`config.mk`:
```
export PLATFORM = sky130hd
export DESIGN_NAME = buz_sched_flat
export DESIGN_NICKNAME = d
export VERILOG_FILES = /design/src/rtl/buz_sched_if.sv /design/src/rtl/buz_sched.sv /design/src/flat_wrapper.sv
export SDC_FILE = /design/constraint.sdc
export NUM_CORES = 1
export LEC_CHECK = 0
export ABC_AREA = 1
export CORE_AREA = 2 2 64 78
export DETAILED_ROUTE_END_ITERATION = 16
export DIE_AREA = 0 0 66 80
export DONT_BUFFER_PORTS = 1
export GPL_ROUTABILITY_DRIVEN = 0
export GPL_TIMING_DRIVEN = 0
export HOLD_SLACK_MARGIN = 0.12
export PLACE_DENSITY = 0.79
export SKIP_CTS_REPAIR_TIMING = 1
export SKIP_LAST_GASP = 1
export SLEW_MARGIN = 20
export SYNTH_ARGS = -nofsm -noshare
export SYNTH_HDL_FRONTEND = slang
export SYNTH_SLANG_ARGS = --single-unit
```
`constraint.sdc`:
```
create_clock -name i_clk -period 4.2 [get_ports i_clk]
set_input_delay 0.21 -clock i_clk [delete_from_list [all_inputs] [get_ports i_clk]]
set_output_delay 0.21 -clock i_clk [all_outputs]
set_load 0.05 [all_outputs]
```
`src/rtl/buz_sched_if.sv`:
```
// -----------------------------------------------------------------------------
// buz_sched_if
// Purpose : groups the request/alarm signals of the buzzer scheduler.
// Signals : req   [2:0] per-requester job request (bit 2 highest priority)
//           mute        level, silences buzz only
//           buzz        registered buzzer drive
//           relay       registered relay drive
//           gnt   [2:0] registered one-hot grant of the active job
//           busy        registered, high while a job or its gap is running
//           done        registered one-cycle pulse on normal job completion
// Modports: master = request source (drives req/mute)
//           slave  = scheduler (drives buzz/relay/gnt/busy/done)
// -----------------------------------------------------------------------------
interface buz_sched_if;
   logic [2:0] req;
   logic       mute;
   logic       buzz;
   logic       relay;
   logic [2:0] gnt;
   logic       busy;
   logic       done;

   modport master (
      output req,
      output mute,
      input  buzz,
      input  relay,
      input  gnt,
      input  busy,
      input  done
   );

   modport slave (
      input  req,
      input  mute,
      output buzz,
      output relay,
      output gnt,
      output busy,
      output done
   );
endinterface

```
`src/rtl/buz_sched.sv`:
```
// -----------------------------------------------------------------------------
// buz_sched
// Purpose : priority scheduler for three buzzer/relay alarm jobs. Each job k
//           plays BEEPSk ON/OFF pairs of HALF_Pk cycles per half, followed by
//           GAP_CYC silent cycles. Requests are latched in a pending register
//           and served highest bit first, one job at a time.
// Ports   : i_clk    system clock, all state on the rising edge
//           i_rst_n  asynchronous active-low reset
//           bus      buz_sched_if.slave (req, mute in; buzz, relay, gnt,
//                    busy, done out; all outputs registered)
// Config  : BUZ_SCHED_PREEMPT_EN defined -> a pending request above the active
//           grant aborts the running job (no DONE, no GAP) and starts at once.
//           Undefined (default) -> no preemption.
// -----------------------------------------------------------------------------
module buz_sched #(
   parameter int unsigned HALF_P0 = 50000000,
   parameter int unsigned HALF_P1 = 25000000,
   parameter int unsigned HALF_P2 = 12500000,
   parameter int unsigned BEEPS0  = 2,
   parameter int unsigned BEEPS1  = 3,
   parameter int unsigned BEEPS2  = 4,
   parameter int unsigned GAP_CYC = 5000000
) (
   input  logic       i_clk,
   input  logic       i_rst_n,
   buz_sched_if.slave bus
);

   localparam logic [1:0] ST_IDLE = 2'd0;
   localparam logic [1:0] ST_ON   = 2'd1;
   localparam logic [1:0] ST_OFF  = 2'd2;
   localparam logic [1:0] ST_GAP  = 2'd3;

   // Last count value of each phase (counters run 0 .. N-1)
   localparam logic [25:0] HALF_LAST0 = 26'(HALF_P0 - 1);
   localparam logic [25:0] HALF_LAST1 = 26'(HALF_P1 - 1);
   localparam logic [25:0] HALF_LAST2 = 26'(HALF_P2 - 1);
   localparam logic [25:0] GAP_LAST   = 26'(GAP_CYC - 1);
   localparam logic [3:0]  BEEPS0_W   = 4'(BEEPS0);
   localparam logic [3:0]  BEEPS1_W   = 4'(BEEPS1);
   localparam logic [3:0]  BEEPS2_W   = 4'(BEEPS2);

   logic [1:0]  r_state;
   logic [2:0]  r_pend;
   logic [1:0]  r_idx;
   logic [25:0] r_pcnt;
   logic [3:0]  r_bcnt;
   logic        r_buzz;
   logic        r_relay;
   logic [2:0]  r_gnt;
   logic        r_busy;
   logic        r_done;

   logic [1:0]  w_state_next;
   logic [2:0]  w_pend_next;
   logic [1:0]  w_idx_next;
   logic [25:0] w_pcnt_next;
   logic [3:0]  w_bcnt_next;
   logic [2:0]  w_gnt_next;
   logic        w_done_next;
   logic [2:0]  w_grant_clr;
   logic [1:0]  w_hi_idx;
   logic [25:0] w_half_last;
   logic [3:0]  w_beeps;
   logic [2:0]  w_above_mask;

   // Pending bits: a request in the same cycle as the grant wins over the
   // clear, so the same requester gets a fresh job later.
   genvar gi;
   generate
      for (gi = 0; gi < 3; gi++) begin : g_pend
         assign w_pend_next[gi] = (r_pend[gi] & ~w_grant_clr[gi]) | bus.req[gi];
      end
   endgenerate

   // Highest pending requester
   always_comb begin
      w_hi_idx = 2'd0;
      if (r_pend[2])      w_hi_idx = 2'd2;
      else if (r_pend[1]) w_hi_idx = 2'd1;
   end

   // Timing of the currently granted requester
   always_comb begin
      w_half_last  = HALF_LAST0;
      w_beeps      = BEEPS0_W;
      w_above_mask = 3'b110;
      case (r_idx)
         2'd1: begin
            w_half_last  = HALF_LAST1;
            w_beeps      = BEEPS1_W;
            w_above_mask = 3'b100;
         end
         2'd2: begin
            w_half_last  = HALF_LAST2;
            w_beeps      = BEEPS2_W;
            w_above_mask = 3'b000;
         end
         default: ;
      endcase
   end

   always_comb begin
      w_state_next = r_state;
      w_idx_next   = r_idx;
      w_pcnt_next  = r_pcnt;
      w_bcnt_next  = r_bcnt;
      w_gnt_next   = r_gnt;
      w_done_next  = 1'b0;
      w_grant_clr  = 3'b000;

      case (r_state)
         ST_IDLE: begin
            if (|r_pend) begin
               w_state_next = ST_ON;
               w_idx_next   = w_hi_idx;
               w_gnt_next   = 3'b001 << w_hi_idx;
               w_grant_clr  = 3'b001 << w_hi_idx;
               w_pcnt_next  = '0;
               w_bcnt_next  = '0;
            end
         end
         ST_ON: begin
            if (r_pcnt == w_half_last) begin
               w_state_next = ST_OFF;
               w_pcnt_next  = '0;
            end else begin
               w_pcnt_next  = r_pcnt + 26'd1;
            end
         end
         ST_OFF: begin
            if (r_pcnt == w_half_last) begin
               w_pcnt_next = '0;
               if (r_bcnt + 4'd1 == w_beeps) begin
                  w_state_next = ST_GAP;
                  w_gnt_next   = 3'b000;
                  w_done_next  = 1'b1;
                  w_bcnt_next  = '0;
               end else begin
                  w_state_next = ST_ON;
                  w_bcnt_next  = r_bcnt + 4'd1;
               end
            end else begin
               w_pcnt_next = r_pcnt + 26'd1;
            end
         end
         default: begin // ST_GAP
            if (r_pcnt == GAP_LAST) begin
               w_state_next = ST_IDLE;
               w_pcnt_next  = '0;
            end else begin
               w_pcnt_next  = r_pcnt + 26'd1;
            end
         end
      endcase

`ifdef BUZ_SCHED_PREEMPT_EN
      // A higher pending requester overrides whatever the running job was
      // about to do; the aborted job is simply forgotten.
      if (((r_state == ST_ON) || (r_state == ST_OFF)) && ((r_pend & w_above_mask) != 3'b000)) begin
         w_state_next = ST_ON;
         w_idx_next   = w_hi_idx;
         w_gnt_next   = 3'b001 << w_hi_idx;
         w_grant_clr  = 3'b001 << w_hi_idx;
         w_pcnt_next  = '0;
         w_bcnt_next  = '0;
         w_done_next  = 1'b0;
      end
`endif
   end

   // Outputs are registered from the next state so they line up with it
   always_ff @(posedge i_clk or negedge i_rst_n) begin
      if (!i_rst_n) begin
         r_state <= ST_IDLE;
         r_pend  <= '0;
         r_idx   <= '0;
         r_pcnt  <= '0;
         r_bcnt  <= '0;
         r_buzz  <= 1'b0;
         r_relay <= 1'b0;
         r_gnt   <= '0;
         r_busy  <= 1'b0;
         r_done  <= 1'b0;
      end else begin
         r_state <= w_state_next;
         r_pend  <= w_pend_next;
         r_idx   <= w_idx_next;
         r_pcnt  <= w_pcnt_next;
         r_bcnt  <= w_bcnt_next;
         r_buzz  <= (w_state_next == ST_ON) && !bus.mute;
         r_relay <= (w_state_next == ST_ON) || (w_state_next == ST_OFF);
         r_gnt   <= w_gnt_next;
         r_busy  <= (w_state_next != ST_IDLE);
         r_done  <= w_done_next;
      end
   end

   assign bus.buzz  = r_buzz;
   assign bus.relay = r_relay;
   assign bus.gnt   = r_gnt;
   assign bus.busy  = r_busy;
   assign bus.done  = r_done;

endmodule

```
`src/flat_wrapper.sv`:
```
// flat-port wrapper written by rule: the top's interface ports become plain ports
module buz_sched_flat 
#(
   parameter int unsigned HALF_P0 = 50000000,
   parameter int unsigned HALF_P1 = 25000000,
   parameter int unsigned HALF_P2 = 12500000,
   parameter int unsigned BEEPS0  = 2,
   parameter int unsigned BEEPS1  = 3,
   parameter int unsigned BEEPS2  = 4,
   parameter int unsigned GAP_CYC = 5000000
)
  (i_clk, i_rst_n, bus_req, bus_mute, bus_buzz, bus_relay, bus_gnt, bus_busy, bus_done);
  buz_sched_if bus_i ();
  input  logic i_clk;
  input  logic i_rst_n;
  input wire logic [$bits(bus_i.req)-1:0] bus_req;
  input wire logic [$bits(bus_i.mute)-1:0] bus_mute;
  output wire logic [$bits(bus_i.buzz)-1:0] bus_buzz;
  output wire logic [$bits(bus_i.relay)-1:0] bus_relay;
  output wire logic [$bits(bus_i.gnt)-1:0] bus_gnt;
  output wire logic [$bits(bus_i.busy)-1:0] bus_busy;
  output wire logic [$bits(bus_i.done)-1:0] bus_done;
  assign bus_i.req = bus_req;
  assign bus_i.mute = bus_mute;
  assign bus_buzz = bus_i.buzz;
  assign bus_relay = bus_i.relay;
  assign bus_gnt = bus_i.gnt;
  assign bus_busy = bus_i.busy;
  assign bus_done = bus_i.done;
  buz_sched #(.HALF_P0(HALF_P0), .HALF_P1(HALF_P1), .HALF_P2(HALF_P2), .BEEPS0(BEEPS0), .BEEPS1(BEEPS1), .BEEPS2(BEEPS2), .GAP_CYC(GAP_CYC)) u_core (.i_clk(i_clk), .i_rst_n(i_rst_n), .bus(bus_i));
endmodule
```
==> impl_metrics.env, run 1 <==
export IMPL_fin_skew_ns=0.00819
export IMPL_fin_nets=428
export IMPL_numCtsBuffers=5
export IMPL_seqPwrFrac_pct=45.4
export IMPL_htree_levels=2
export IMPL_fin_util_pct=69.2
export IMPL_ant_nets=0
export IMPL_start_kind="flip-flop"
export IMPL_power_switching_w=0.000528
export IMPL_place_area_um2=2950
export IMPL_path_max_fanout=10
export IMPL_die_area_um2=5280
export IMPL_pwr_share_comb_pct=30.2
export IMPL_via_count=2559
export IMPL_finalNonFillerCells=470
export IMPL_die_h_um=80
export IMPL_clkTransAtPathRegs_ns=0.09
export IMPL_start_util_pct=63.5
export IMPL_wirelength_mm=6.49
export IMPL_die_x_um=66
export IMPL_wl_per_cell_um=13.8
export IMPL_cp_arrival_ns=2.52
export IMPL_finalHoldViolCount=0
export IMPL_ys_types=37
export IMPL_cts_tree="yes"
export IMPL_required_ns=4.39
export IMPL_setup_viol=0
export IMPL_synth_cells=398
export IMPL_grt_pass1_vias=2350
export IMPL_async_reset_ff_share_pct=100
export IMPL_fin_crit_ns=2.33
export IMPL_slew_violations=0
export IMPL_drt_first_pass_iters=5
export IMPL_area_growth_syn_to_layout_pct=8.97
export IMPL_grt_usage_pct=25.2
export IMPL_io_buffers=0
export IMPL_power_leakage_nw=1.66
export IMPL_boundaryPins=13
export IMPL_maxCapViolations=0
export IMPL_r2r_start="u_core.r_state[1]$_DFF_PN0_"
export IMPL_synth_edf_count=0
export IMPL_cts_buffer_depth=2
export IMPL_drive_gt1_share_pct=8.74
export IMPL_crit_type="reg -> reg"
export IMPL_drcViolationCount=0
export IMPL_yosysSeqAreaShare_pct=38.3
export IMPL_internal_power_w=0.000803
export IMPL_swShare_pct=39.7
export IMPL_syn_num_nets=415
export IMPL_synthFlopType="dfrtp_1"
export IMPL_drtIter0Drc=190
export IMPL_clkLatencyLatePin_ns=0.30
export IMPL_max_freq_mhz=429
export IMPL_yosysWarnings=0
export IMPL_setup_worst_path_start="u_core.r_state[1]$_DFF_PN0_"
export IMPL_post_dp_hpwl_mm=4.61
export IMPL_post_route_period_util_pct=55.5
export IMPL_status="completed"
export IMPL_gr_total_overflow=0
export IMPL_drt_vias_per_instance=5.44
export IMPL_rsz0062_at_grt="no"
export IMPL_grt_max_degree=45
export IMPL_rows=27
export IMPL_coreArea_um2=4530
export IMPL_layout_common_cells="nand2_1 (109), inv_1 (69), dfrtp_1 (44)"
export IMPL_antenna_cells=0
export IMPL_dp_cells=456
export IMPL_synth_area_leaders="dfrtp_1 (38%), nand2_1 (14%), inv_1 (9.0%), nand3_1 (5.7%), nor2_1 (5.2%)"
export IMPL_worstMarginPinSlew_ns=0.468
export IMPL_powerDensity_nw_per_um2=425
export IMPL_synth_avg_cell_area_um2=7.22
export IMPL_synth_seq_cells=44
export IMPL_syn_cell_area_um2=2870
export IMPL_synth_top_cell_by_area="dfrtp_1"
export IMPL_worstHoldPathType="in -> async"
export IMPL_fillers=381
export IMPL_final_common_cell="nand2_1"
export IMPL_grt_pass1_wl_mm=10.2
export IMPL_antenna_found_initial=0
export IMPL_design_area_um2=3130
export IMPL_yosysTopAreaCellShare_pct=38.3
export IMPL_root_buffer="clkbuf_8"
export IMPL_vdd_drop_max_v=0.000344
export IMPL_endpoint_kind="flip-flop"
export IMPL_clock_sinks=44
export IMPL_tns_ns=0
export IMPL_clockPowerShare_pct=24.5
export IMPL_relSlewSlack_pct=68.8
flip-flops by register name, summed over array words and instances (netlist names):
name              cells
u_core.r_pcnt        26
u_core.r_bcnt         4
u_core.bus.gnt        3
u_core.r_pend         3
u_core.r_idx          2
u_core.r_state        2
u_core.bus.busy       1
u_core.bus.buzz       1
u_core.bus.done       1
u_core.bus.relay      1
logic make-up after synthesis:
group / count (synthesis) / share of synthesized area (%)
flops: 44 / 38.3
fa+ha+maj: 11 / 4.79
mux: 1 / 0.348
buf+inv: 76 / 11.2
compound gates: 35 / 7.05
xor+xnor: 10 / 3.05
simple gates: 221 / 35.3
stage by stage:
step,power (W),hold WS (ns),worst slack [ns]
final,0.00133,0.410,1.87
after global routing,0.00142,0.442,1.64
after CTS,0.00132,-0.408,1.86
after detailed placement,0.000993,-0.0847,1.88
after global placement,0.000979,-0.0848,1.90
after floorplan,0.000902,-0.0856,2.14
final timing paths:
path / to / slack, ns / depth (start not counted)
max reg2reg: u_core.bus.relay$_DFF_PN0_ / 1.87 / 14
min reg2reg: u_core.r_pcnt[0]$_DFFE_PN0N_ / 0.52 / 1
min: u_core.r_bcnt[0]$_DFFE_PN0P_ / 0.41 / 2
max: u_core.bus.relay$_DFF_PN0_ / 1.87 / 14
max in group asynchronous: u_core.r_pcnt[16]$_DFFE_PN0N_ / 3.58 / 2
min in group i_clk: u_core.bus.buzz$_DFF_PN0_ / 0.51 / 2
power groups by stage:
stage	clock network (W)	logic (W)	registers (W)
after floorplan	0	0.000301	0.000601
after global placement	0	0.000369	0.000610
after CTS	0.000328	0.000383	0.000604
final	0.000326	0.000401	0.000604
after detailed placement	0	0.000380	0.000613
after global routing	0.000346	0.000457	0.000612
synth_stat cells, types with 2 or more instances:
| master | instances |
|---|---|
| nand3_1 | 33 |
| nor2_1 | 40 |
| or2_2 | 3 |
| nand3b_1 | 3 |
| a21o_1 | 2 |
| xnor2_1 | 2 |
| dfrtp_1 | 44 |
| nor2_4 | 2 |
| o21ai_0 | 14 |
| a21oi_1 | 12 |
| nand2_1 | 109 |
| inv_1 | 69 |
| nand2_4 | 3 |
| ha_1 | 11 |
| nor2_2 | 4 |
| nand2_2 | 5 |
| a31oi_1 | 2 |
| xor2_1 | 8 |
| o211ai_1 | 2 |
| nor3_1 | 7 |
| nand4_1 | 6 |
| buf_6 | 2 |
final cells by class:
class | count | area [um^2] | share of cell area (%)
buffer | 5 | 47.5 | 1.52
clock inverter | 2 | 35.0 | 1.12
multi-input combinational | 278 | 1450 | 46.3
tap | 58 | 72.6 | 2.32
sequential | 44 | 1100 | 35.2
timing repair buffer | 6 | 77.6 | 2.48
clock buffer | 6 | 72.6 | 2.32
inverter | 71 | 274 | 8.75
critical path, stage by stage, from the launching register on:
cell	delay [ns]
dfrtp_1	0.43
inv_1	0.17
ha_1	0.27
inv_1	0.15
nor2_4	0.19
buf_8	0.17
inv_8	0.05
buf_6	0.14
o21bai_4	0.10
nor2_1	0.05
nand2_1	0.06
nand2_1	0.06
nand2_1	0.07
inv_1	0.06
ha_1	0.26
metal layers:
layer	GRT usage, %	vias up	routed length (um)
met4	12.0	0	219
met2	45.4	83	3350
li1	-	1259	-
met3	3.39	18	260
met5	0	-	0
met1	29.0	1199	2650
Power figures use the tool's default switching activity.
==> inputs of run 2 (changes only) <==
Settings changed: CORE_AREA 2 2 64 78 to 2 2 68 83, DIE_AREA 0 0 66 80 to 0 0 70 85, PLACE_DENSITY 0.79 to 0.74.
Clock period 4.2 ns to 1.92 ns, I/O delays scaled along.
==> run 2 against run 1 <==
The run now ends with hold timing, setup timing left; sequential power up 120%; setup slack worse by 2.0 ns; first-iteration DRC count down 20%; total power rose to 2.5 times the previous value; sequential share of layout area down 4.1 points; largest power group is now combinational cells.
==> impl_metrics.env, run 2 (synthesis results as in run 1) <==
export IMPL_status="finished with violations"
export IMPL_violations="hold timing, setup timing"
export IMPL_fin_util_pct=68.8
export IMPL_clkTransAtPathRegs_ns=0.09
export IMPL_crit_end="u_core.bus.buzz$_DFF_PN0_"
export IMPL_setup_ws_ns=-0.164
export IMPL_maxCapViolations=0
export IMPL_cts_tree="yes"
export IMPL_drcViolationCount=0
export IMPL_worstMarginPinSlew_ns=0.486
export IMPL_cp_cell_sequence="buf_4, ha_4, inv_4, buf_4, nand3_1, nand2_1, nand2_1, nor2_2, nand2_4, nand2_2, nand2_1, nand2_1, nand2_1, nand2_2, inv_2, ha_4, inv_2, nor2_1"
export IMPL_start_util_pct=55.8
export IMPL_power_w=0.00335
export IMPL_via_count=2612
export IMPL_required_ns=2.13
export IMPL_regToRegEndpoint="u_core.bus.buzz$_DFF_PN0_"
export IMPL_antenna_cells=0
export IMPL_fillers=413
export IMPL_root_buffer="clkbuf_8"
export IMPL_vdd_drop_max_v=0.000568
export IMPL_grt_usage_pct=22.8
export IMPL_grt_max_degree=45
export IMPL_io_buffers=0
export IMPL_die_h_um=85
export IMPL_cp_depth=18
export IMPL_regMostFlops="u_core.r_pcnt"
export IMPL_crit_family="simple AND/OR/NAND/NOR gates"
export IMPL_coreArea_um2=5150
export IMPL_setup_worst_path_start="u_core.r_idx[0]$_DFFE_PN0P_"
export IMPL_r2r_cells=18
export IMPL_setup_viol=21
export IMPL_max_freq_mhz=480
export IMPL_cp_slowest_cell="dfrtp_1"
export IMPL_finalHoldViolCount=1
export IMPL_numCtsBuffers=5
export IMPL_slew_violations=0
export IMPL_wirelength_mm=6.85
export IMPL_r2r_start="u_core.r_idx[0]$_DFFE_PN0P_"
export IMPL_boundaryPins=13
export IMPL_drtIter0Drc=152
export IMPL_die_area_um2=5950
export IMPL_layout_common_cells="nand2_1 (97), inv_1 (53), dfrtp_1 (43)"
export IMPL_die_x_um=70
export IMPL_crit_buf_inv=5
export IMPL_holdWs_ns=-0.157
export IMPL_final_common_cell="nand2_1"
export IMPL_fin_nets=450
export IMPL_power_leakage_nw=1.77
export IMPL_ant_nets=0
export IMPL_antenna_found_initial=0
export IMPL_worst_path_most_repeated_cell="nand2_1"
export IMPL_cts_buffer_depth=2
export IMPL_max_stage_delay_ns=0.41
export IMPL_drive_gt1_share_pct=25.3
export IMPL_drt_first_pass_iters=5
export IMPL_clkLatencyLatePin_ns=0.31
export IMPL_path_max_fanout=6
export IMPL_drt_vias_per_instance=5.27
export IMPL_relSlewSlack_pct=67.6
export IMPL_rows=29
export IMPL_area_growth_syn_to_layout_pct=23.4
export IMPL_fin_skew_ns=0.00767
export IMPL_endpoint_kind="flip-flop"
export IMPL_post_route_period_util_pct=109
export IMPL_clock_sinks=44
export IMPL_crit_type="reg -> reg"
export IMPL_holdPathStages=1
export IMPL_largest_reg_flops=26
export IMPL_htree_levels=2
export IMPL_cp_arrival_ns=2.29
export IMPL_r2r_setup_slack_ns=-0.16
export IMPL_worstHoldPathType="in -> reg"
export IMPL_wl_per_cell_um=13.8
export IMPL_powerDensity_nw_per_um2=945
export IMPL_grt_pass1_vias=2423
export IMPL_start_kind="flip-flop"
export IMPL_rsz0062_at_grt="yes"
export IMPL_fin_crit_ns=2.08
export IMPL_multi_input_area_um2=1660
export IMPL_grt_pass1_wl_mm=10.9
export IMPL_regArea_um2=1100
export IMPL_post_dp_hpwl_mm=4.52
export IMPL_reg_top3="u_core.r_pcnt x26, u_core.r_bcnt x4"
export IMPL_gr_total_overflow=0
[run 2: changes by cell type in the layout (fill, tap and decap cells not counted), moves of 7 or more]
| cell | delta |
|---|---|
| inv_2 | +13 |
| nand2_2 | +7 |
| nand3_1 | -7 |
| inv_1 | -16 |
| nand2_1 | -12 |
| buf_4 | +18 |
[run 2: area by class of cell]
type | instances | share of cell area, %
clock buffers | 6 | 2.33
inverters | 71 | 7.97
clock inverters | 2 | 0.423
plain buffers | 5 | 1.55
multi-input cells | 278 | 46.8
flip-flops and latches | 44 | 31.1
repair buffers | 28 | 7.69
well taps | 62 | 2.19
[run 2: how the worst min path moves through the flow]
| stage | start | end | slack (ns) |
|---|---|---|---|
| 2_1_floorplan | i_rst_n | u_core.bus.busy$_DFF_PN0_ | -0.20 |
| 3_3_place_gp | i_rst_n | u_core.r_pcnt[16]$_DFFE_PN0N_ | -0.20 |
| 3_5_place_dp | i_rst_n | u_core.r_pcnt[16]$_DFFE_PN0N_ | -0.20 |
| 4_1_cts | i_rst_n | u_core.r_bcnt[1]$_DFFE_PN0P_ | -0.53 |
| 5_1_grt | bus_mute | u_core.bus.buzz$_DFF_PN0_ | -0.17 |
| 6_report | bus_mute | u_core.bus.buzz$_DFF_PN0_ | -0.16 |
[run 2: through the flow]
| stage | hold WS (ns) | worst slack (ns) | area, um^2 | setup TNS (ns) | std cells |
|---|---|---|---|---|---|
| after floorplan | -0.200 | 0.0151 | 2890 | 0 | 398 |
| after global placement | -0.198 | -0.305 | 2960 | -4.58 | 460 |
| after detailed placement | -0.198 | -0.294 | 2960 | -4.48 | 460 |
| after CTS | -0.532 | -0.323 | 3060 | -5.37 | 468 |
| after global routing | -0.171 | -0.285 | 3550 | -4.98 | 496 |
| final | -0.157 | -0.164 | 3550 | -2.11 | 496 |
[run 2: per-layer routing]
metal	track usage [%]	wire length [um]	vias to the layer above
met5	0	0	-
met4	9.79	172	0
met3	4.28	306	16
met2	39.5	3520	71
met1	27.8	2860	1216
li1	-	-	1309
[run 2: power breakdown]
| group | internal [W] | switching [W] | total (W) | leakage, nW |
|---|---|---|---|---|
| combinational | 0.000640 | 0.000750 | 0.00139 | 1.15 |
| sequential | 0.00105 | 0.000280 | 0.00133 | 0.580 |
| clock | 0.000292 | 0.000340 | 0.000631 | 0.0434 |
| total | 0.00198 | 0.00137 | 0.00335 | 1.77 |
